$ cat config.mk
export PLATFORM = sky130hd
export DESIGN_NAME = pgm_rom_fetch_ctrl
export DESIGN_NICKNAME = d
export VERILOG_FILES = /design/src/rtl/pgm_rom_fetch_ctrl.sv
export SDC_FILE = /design/constraint.sdc
export NUM_CORES = 1
export LEC_CHECK = 0
export ABC_AREA = 1
export BUFFER_PORTS_ARGS = -buffer_cell sky130_fd_sc_hd__buf_2
export CAP_MARGIN = 10
export CELL_PAD_IN_SITES_DETAIL_PLACEMENT = 1
export CELL_PAD_IN_SITES_GLOBAL_PLACEMENT = 1
export CORE_UTILIZATION = 41
export DETAILED_ROUTE_END_ITERATION = 8
export HOLD_SLACK_MARGIN = 0.1
export PLACE_DENSITY = 0.89
export SLEW_MARGIN = 5
export SYNTH_ARGS = -nofsm -noshare
export SYNTH_HDL_FRONTEND = slang
export SYNTH_SLANG_ARGS = --single-unit
$ cat constraint.sdc
create_clock -name fixed_20m_clk -period 2.2 [get_ports fixed_20m_clk]
set_clock_uncertainty 0.2 [all_clocks]
set_input_delay 0.22 -clock fixed_20m_clk [delete_from_list [all_inputs] [get_ports fixed_20m_clk]]
set_output_delay 0.22 -clock fixed_20m_clk [all_outputs]
set_load 0.05 [all_outputs]
$ cat src/rtl/pgm_rom_fetch_ctrl.sv
// 68k BIOS/P-ROM fetch sequencer: one-line 64-bit read buffer, 4-phase req/ack to the DDRAM arbiter.
// Hits answer after HIT_WAIT+1 cycles; misses hold DTACK until ack falls. PGM_ROM_PREFETCH_EN adds a next-line buffer.
module pgm_rom_fetch_ctrl #(
  parameter int HIT_WAIT    = 1,
  parameter int TIMEOUT_CYC = 4095,
  parameter int SYNC_STAGES = 2
) (
  input  logic        fixed_20m_clk,
  input  logic        reset,
  input  logic        cpu_as_n,
  input  logic        cpu_rw_n,
  input  logic [22:0] cpu_adr,
  input  logic        rom_sel,
  input  logic        invalidate,
  output logic        cpu_dtack_n,
  output logic [15:0] cpu_din,
  output logic        mem_req,
  output logic [20:0] mem_addr,
  input  logic        mem_ack,
  input  logic [63:0] mem_data,
  output logic        err
);

`ifdef PGM_ROM_PREFETCH_EN
  localparam bit PF_EN = 1'b1;
`else
  localparam bit PF_EN = 1'b0;
`endif

  localparam int TW = $clog2(TIMEOUT_CYC + 1);

  typedef enum logic [2:0] {IDLE, HIT_CNT, REQ, RELEASE, DRAIN, DONE} state_t;
  state_t state, state_nxt;

  logic [SYNC_STAGES-1:0] ack_sync;
  logic                   ack_s;
  logic [TW-1:0]          tcnt;
  logic [1:0]             hcnt;
  logic [22:0]            adr_q;
  logic                   data_ok;
  logic [63:0]            buf_dat, pf_dat;
  logic [20:0]            buf_tag, pf_tag;
  logic                   buf_vld, pf_vld;
  logic                   pf_pend;
  logic                   pf_act;

  logic        start, hit0, hit1, hit, fill, tmo, pf_go;
  logic        din_ok;
  logic [1:0]  din_sel;
  logic [63:0] din_line;

  assign ack_s = ack_sync[SYNC_STAGES-1];
  assign start = (state == IDLE) && !cpu_as_n && rom_sel;
  assign hit0  = buf_vld && (buf_tag == cpu_adr[22:2]);
  assign hit1  = PF_EN && pf_vld && (pf_tag == cpu_adr[22:2]);
  assign hit   = hit0 || hit1;
  // Prefetch only when the bus is quiet; a CPU access waiting in IDLE always wins.
  assign pf_go = PF_EN && (state == IDLE) && !start && pf_pend && buf_vld;

  always_comb begin
    state_nxt = state;
    fill      = 1'b0;
    tmo       = 1'b0;
    case (state)
      IDLE: begin
        if (start) begin
          if (!cpu_rw_n)  state_nxt = DONE;
          else if (hit)   state_nxt = (HIT_WAIT == 0) ? DONE : HIT_CNT;
          else            state_nxt = REQ;
        end else if (pf_go) begin
          state_nxt = REQ;
        end
      end
      HIT_CNT: if (hcnt == 2'(HIT_WAIT - 1)) state_nxt = DONE;
      REQ: begin
        if (ack_s) begin
          fill      = 1'b1;
          state_nxt = RELEASE;
        end else if (tcnt == TW'(TIMEOUT_CYC - 1)) begin
          tmo       = 1'b1;
          state_nxt = DRAIN;
        end
      end
      RELEASE: begin
        if (!ack_s) begin
          state_nxt = pf_act ? IDLE : DONE;
        end else if (tcnt == TW'(TIMEOUT_CYC - 1)) begin
          tmo       = 1'b1;
          state_nxt = DRAIN;
        end
      end
      DRAIN:   if (!ack_s) state_nxt = pf_act ? IDLE : DONE;
      DONE:    if (cpu_as_n) state_nxt = IDLE;
      default: state_nxt = IDLE;
    endcase
  end

  // A zero-wait hit enters DONE straight from IDLE, before adr_q and data_ok are loaded.
  always_comb begin
    din_ok   = data_ok;
    din_sel  = adr_q[1:0];
    din_line = buf_dat;
    if (state == IDLE) begin
      din_ok   = cpu_rw_n;
      din_sel  = cpu_adr[1:0];
      din_line = hit0 ? buf_dat : pf_dat;
    end
  end

  always_ff @(posedge fixed_20m_clk) begin
    if (reset) begin
      state       <= IDLE;
      ack_sync    <= '0;
      tcnt        <= '0;
      hcnt        <= '0;
      adr_q       <= '0;
      data_ok     <= 1'b0;
      buf_dat     <= '0;
      buf_tag     <= '0;
      buf_vld     <= 1'b0;
      pf_dat      <= '0;
      pf_tag      <= '0;
      pf_vld      <= 1'b0;
      pf_pend     <= 1'b0;
      pf_act      <= 1'b0;
      mem_req     <= 1'b0;
      mem_addr    <= '0;
      cpu_dtack_n <= 1'b1;
      cpu_din     <= 16'hFFFF;
      err         <= 1'b0;
    end else begin
      state       <= state_nxt;
      ack_sync[0] <= mem_ack;
      for (int i = 1; i < SYNC_STAGES; i++) ack_sync[i] <= ack_sync[i-1];

      if (state_nxt != state)                   tcnt <= '0;
      else if (state == REQ || state == RELEASE) tcnt <= tcnt + 1'b1;
      if (state_nxt != state)                   hcnt <= '0;
      else if (state == HIT_CNT)                hcnt <= hcnt + 1'b1;

      if (start) begin
        adr_q   <= cpu_adr;
        data_ok <= cpu_rw_n;
      end
      if (tmo) begin
        data_ok <= 1'b0;
        err     <= 1'b1;
      end

      // mem_addr is only loaded from IDLE, where mem_req is always low.
      if (state == IDLE && state_nxt == REQ) begin
        mem_addr <= start ? cpu_adr[22:2] : buf_tag + 21'd1;
        pf_act   <= !start;
      end
      mem_req <= (state_nxt == REQ);

      if (fill) begin
        if (pf_act) begin
          pf_dat <= mem_data;
          pf_tag <= mem_addr;
        end else begin
          buf_dat <= mem_data;
          buf_tag <= mem_addr;
        end
      end
      if (start && cpu_rw_n && !hit0 && hit1) begin
        buf_dat <= pf_dat;
        buf_tag <= pf_tag;
      end

      if (invalidate || tmo) begin
        buf_vld <= 1'b0;
        pf_vld  <= 1'b0;
      end else if (fill) begin
        if (pf_act) pf_vld  <= 1'b1;
        else        buf_vld <= 1'b1;
      end else if (start && cpu_rw_n && !hit0 && hit1) begin
        buf_vld <= 1'b1;
        pf_vld  <= 1'b0;
      end

      if (invalidate || start || pf_go) pf_pend <= 1'b0;
      else if (PF_EN && fill && !pf_act) pf_pend <= 1'b1;

      cpu_dtack_n <= !(state_nxt == DONE && !cpu_as_n);
      cpu_din     <= (state_nxt == DONE && din_ok) ? din_line[{din_sel, 4'b0000} +: 16] : 16'hFFFF;
    end
  end

endmodule

Yosys cells after proc, flatten, opt, wreduce, memory -nomap -nowiden:

Index checks and enable logic that the tools add are counted.

* shift-type cells: 1
* reduce and logical (&&, ||, !) cells: 19
* bitwise gates (word level): 2
* multiplexer cells: 22
* add/subtract/negate cells: 3
* equality and inequality tests: 10

Operators with widths (count)
* 2-to-1 mux 64 bit: 2
* variable part select 64 x 7 -> 16 bit: 1
* 2-to-1 mux 3 bit: 9
* adder 21 x 1 -> 21 bit (second input constant): 1
* equality test 21 bit: 1
* 2-to-1 mux 21 bit: 1
* case mux 3 bit (6 select lines): 1
* adder 12 x 1 -> 12 bit (second input constant): 1
* equality test 12 bit (second input constant): 1
* equality test 3 x 2 -> 1 bit (second input constant): 3
* equality test 3 bit (second input constant): 3
* OR reduction 2 bit: 4
* logical AND 1 bit: 6
* 2-to-1 mux 1 bit: 6
* 2-to-1 mux 2 bit: 2
* AND reduction 2 bit: 2
* equality test 3 x 1 -> 1 bit (second input constant): 1
* logical NOT 1 bit: 3
* logical NOT 3 bit: 1
* inequality test 3 bit: 1
* adder 2 x 1 -> 2 bit (second input constant): 1
* logical NOT 2 bit: 1
* logical OR 1 bit: 2
* NOT 1 bit: 2
* case mux 1 bit (2 select lines): 1

* flip-flop bits (word level): 213
* bits of input ports: 94
* word-level logic and storage cells: 73

Longest topological paths before layout:

* depth in word-level cells: 10
* depth in mapped cells: 14
* depth with buffers taken out: 13

Worst setup path after synthesis:

No wires, ideal clock.

* kind: reg-to-reg
* start: reg tcnt[0]
* end: reg cpu_din[10]
* stages on the path, launching flop included: 13
* path slack: 0.301 ns
* arrival: 1.579 ns
* setup time: 0.120 ns
* path through: dfxtp_1 -> inv_1 -> ha_1 -> nand3_1 -> nor2_1 -> nand2_1 -> nand3_1 -> nand2_1 -> nand3_2 -> nand3_1 -> nor2_8 -> buf_6 -> nand3_1

* word-level cells in the longest chain between the ends: 8
* elaborated cells between the ends (all ways): 9
* those cells by class: 2 x eq/ne; 4 x mux; 1 x bitwise; 2 x reduce/logical

RTL lines
* from (decl): line 37 `logic [TW-1:0] tcnt;`
* from (signal assigned): line 137 `else if (state == REQ || state == RELEASE) tcnt <= tcnt + 1'b1;`
* equality test 12 bit (*): line 79, 87
* 2-to-1 mux 3 bit (*): line 79, 87
* 2-to-1 mux 3 bit, on equally long branches: line 85, 76
* case mux 3 bit (6 select lines) (*): line 64 `case (state)`
* equality test 3 bit (*): line 186 `cpu_din <= (state_nxt == DONE && din_ok) ? din_line[{din_sel, 4'b0000} +: 16] : 16'hFFFF;`
* logical AND 1 bit (*): line 186
* NOT 1 bit (no line) (*)
* OR reduction 2 bit (no line) (*)
* to (signal assigned): line 186
* to (decl): line 16 `output logic [15:0] cpu_din,`

Every way passes the cells marked *; elsewhere a longest branch is shown, timed or not.
A chain may end at the register's enable or synchronous reset.

Worst setup path in the final report:

* start: in cpu_adr[19]
* end: reg cpu_din[2]

* word-level cells in the longest chain between the ends: 10
* elaborated cells between the ends (all ways): 13
* those cells by class: 2 x eq/ne; 1 x shift; 6 x mux; 1 x bitwise; 3 x reduce/logical

RTL lines
* from (decl): line 12 `input logic [22:0] cpu_adr,`
* equality test 21 bit (*): line 54 `assign hit0 = buf_vld && (buf_tag == cpu_adr[22:2]);`
* logical AND 1 bit (*): line 54
* 2-to-1 mux 2 bit: line 68 `else if (hit) state_nxt = (HIT_WAIT == 0) ? DONE : HIT_CNT;`
* 2-to-1 mux 3 bit: line 67 `if (!cpu_rw_n) state_nxt = DONE;`
* 2-to-1 mux 3 bit: line 66 `if (start) begin`
* case mux 3 bit (6 select lines): line 64
* equality test 3 bit: line 186
* logical AND 1 bit: line 186
* NOT 1 bit (no line)
* OR reduction 2 bit (no line)

Marks and branches as above.

==> key figures <==
Global routing
  – First-pass GRT wire length: 66200 um
  – Vias in the first global route: 12097
  – Total track usage: 34.5%
  – Initial antenna violation count: 2
  – Gr ovfl total: 0
  – Largest net degree at the start of global routing: 146

Synthesis
  – Synth Flop Type: dfxtp_1
  – Synth Area in Compound Gates: 12.2%
  – Cell count after synthesis: 1374
  – Yosys top cell by area: dfxtp_1
  – Multiplexer share of the synthesized area: 0%
  – Synthesized area: 9700 sq um
  – Sequential-to-total area share from yosys stat: 44.0%
  – Asr flop ratio synth: 0%
  – Post-synth top cells: nand3_1, nand2_1, dfxtp_1
  – Synth warn: 0
  – Synth cell types: 33
  – Count leader, synth: nand3_1
  – Syn avg cell area: 7.06 sq um
  – Post-Synth Adder-Cell Area: 0.516%
  – XOR/XNOR share of the synthesized area: 1.26%
  – Syn_nets: 1472
  – #FFs+latches synth: 213
  – Synthesized-area fraction occupied by and/or/nand/nor cells: 34.8%
  – Main combinational cell family by area after synthesis: simple AND/OR/NAND/NOR gates
  – Post-synth EDFFs: 0
  – Most area-consuming cells after synthesis: dfxtp_1, nand3_1, nand2_1, a21oi_1, inv_1
  – Synth top area share: 44.0%

Critical path
  – Max incr delay on CP: 0.53 ns
  – Critical Path Start: cpu_adr[19]
  – CP arrival: 2.65 ns
  – Slowest CP cell: dlygate4sd3_1
  – FF-to-FF setup slack: -0.23 ns
  – Crit start category: input port
  – Max FO, Critical Path: 8
  – Critical Path RT: 2.40 ns
  – RR Startpoint: buf_tag[18]$_SDFFE_PP0P_
  – Worst reg2reg path endpoint: cpu_din[2]$_SDFF_PP1_
  – Most used cell, CP: nand2_1
  – CP endpoint: cpu_din[2]$_SDFF_PP1_
  – Worst setup EP type: flip-flop
  – FF-to-FF path depth: 13
  – WS Path Type: input port to flip-flop
  – Crit-path cells: dlygate4sd3_1, buf_2, inv_1, nand2_1, nand2_1, nor2_1, nand2_1, nor2_2, nand3_4, nand2_4, inv_4, nor2_4, nand2_4, nor2_4, nand3_1

Clock tree
  – TritonCTS buffer count: 24
  – CTS clk-pin slew, worst paths: 0.07 ns
  – Clock tree buffer depth: 3
  – Clock sinks: 213
  – Clock Latency Late Sink: 0.53 ns
  – CTS H-tree lvls: 1
  – CTS root buf: clkbuf_16
  – CTS tree: done

Cells and area
  – Finished Cell Area: 13100 sq um
  – P&R area growth vs syn: 34.8%
  – Fillers: 2831
  – Fin nets: 1699
  – Layout cells sized above 1: 21.0%
  – Reg area: 4290 sq um
  – Multi-input logic area: 4930 sq um

Detailed routing
  – DRC: 0
  – DR iter-0 viols: 1346
  – Via Count: 12012
  – Routed length per placed instance: 24.4 um
  – Final WL: 47100 um
  – ANT nets after route: 0
  – Avg Vias per Cell: 6.21
  – TritonRoute pass-1 iters: 6

Placed design
  – Dpl hpwl: 23000 um
  – Post-placement setup slack: -0.0424 ns
  – Dpl cell area: 11000 sq um
  – RePlAce Congestion: 0.850
  – Port Buffers: 133

Floorplanning
  – Initial Util: 42.3%
  – Core area: 22900 sq um
  – Die area: 24300 sq um
  – Die width: 156 um
  – IO Count: 134
  – Die extent in y: 156 um
  – Site Rows: 55

Timing
  – Worst rel slew slack: 51.4%
  – RSZ-0062 raised after global routing: yes
  – Worst Slack Setup Final: -0.248 ns
  – Max Slew Vio Count: 0
  – Min Tclk post-route: 2.45 ns
  – F_max: 409 MHz
  – Final period utilization: 111%
  – Final Setup Violations: 27
  – Worst hold slack: 0.109 ns
  – Worst-Margin Slew: 0.729 ns
  – Final hold violations: 0

Flow run
  – Max_cap viols: 0

Power
  – VDD IR max: 0.751 mV
  – Pleak: 0.00498 uW
  – Tot Pwr: 12800 uW
  – Pwr Density: 982 nW/um^2

Run status
  – Failing checks: negative setup slack
  – Outcome: complete, but fails checks

Worst hold path
  – Type of the worst min-delay path: input port to flip-flop
  – WHS Path Cells: 4
  – Critical hold path startpoint: cpu_adr[13]
metal layers:
metal | GRT usage, % | vias up | share of wire [%]
met5 | 0 | - | 0
met4 | 17.9 | 0 | 6.9
met3 | 5.75 | 298 | 9.6
met2 | 59.5 | 865 | 47
met1 | 41.1 | 5758 | 37
li1 | - | 5091 | -
per-stage QoR:
stage                     utilization (%)  std cells  TNS [ns]
final                                57.1       1933     -3.81
after global routing                 57.0       1931     -7.21
after CTS                            55.7       1924         0
after detailed placement             47.9       1783    -0.339
after global placement               47.9       1783         0
after floorplan                         -       1374         0
how the worst min path moves through the flow:
stage,endpoint,slack [ns]
after CTS,ack_sync[1]$_SDFF_PP0_,0.22
after global placement,ack_sync[1]$_SDFF_PP0_,0.20
after detailed placement,buf_vld$_SDFFE_PP0P_,0.20
after floorplan,buf_vld$_SDFFE_PP0P_,0.1
final,mem_addr[11]$_SDFFE_PP0P_,0.11
after global routing,mem_addr[11]$_SDFFE_PP0P_,0.14
state kept, by name (all words and copies together), names as in the netlist, 2 cells and up:
name      count
buf_dat      64
pf_dat       64
buf_tag      21
mem_addr     21
cpu_din      16
tcnt         12
state         3
ack_sync      2
adr_q         2
hcnt          2
worst max-delay path: cells and delay by family:
family,cells,cell delay (ns)
buffers and inverters,4,0.82
AND/OR/NAND/NOR,11,1.61
power by group:
group	switching, uW	internal [uW]
combinational	3250	1440
clock	1780	2250
sequential	118	4000
total	5150	7690
placed cells by master (no fill, tap or decap), types with 7 or more instances in the layout:
cell type and instances:
nor2_1 29, nand2_1 308, dlygate4sd3_1 93, buf_4 63, nand2_2 8, dfxtp_2 17
a31oi_1 8, a21oi_1 169, clkinv_2 7, nor3_1 8, o21ai_0 38, nand4_1 21
nand3_1 313, dfxtp_1 196, nand3_2 15, inv_1 56, o21ai_1 7, inv_2 11
buf_12 11, xor2_1 11, clkbuf_16 27, buf_2 125, nor2_2 22
cells by family after synthesis:
kind of cell             after synthesis
XOR/XNOR                              14
flip-flops                           213
buffers and inverters                173
adder cells (fa/ha/maj)                4
AND/OR/NAND/NOR                      741
AO/OA/AOI/OAI                        229
area by class of cell:
class,count,share of cell area (%)
timing repair buffer,303,18.7
sequential,213,32.8
inverter,70,2.06
clock buffer,36,5.48
tap,313,2.99
multi-input combinational,989,37.7
clock inverter,7,0.287
antenna,2,0.0383
timing repair:
action                                 in CTS  in global routing
gates resized for setup                     7                 73
pin swaps                                   1                 28
endpoints found under the hold margin     161                  0
hold buffers                               96                  0
setup endpoints to repair                  18                 73
gates cloned                                2                  3
buffers inserted                            0                  8
No activity file was read; power rests on OpenSTA's default activity.
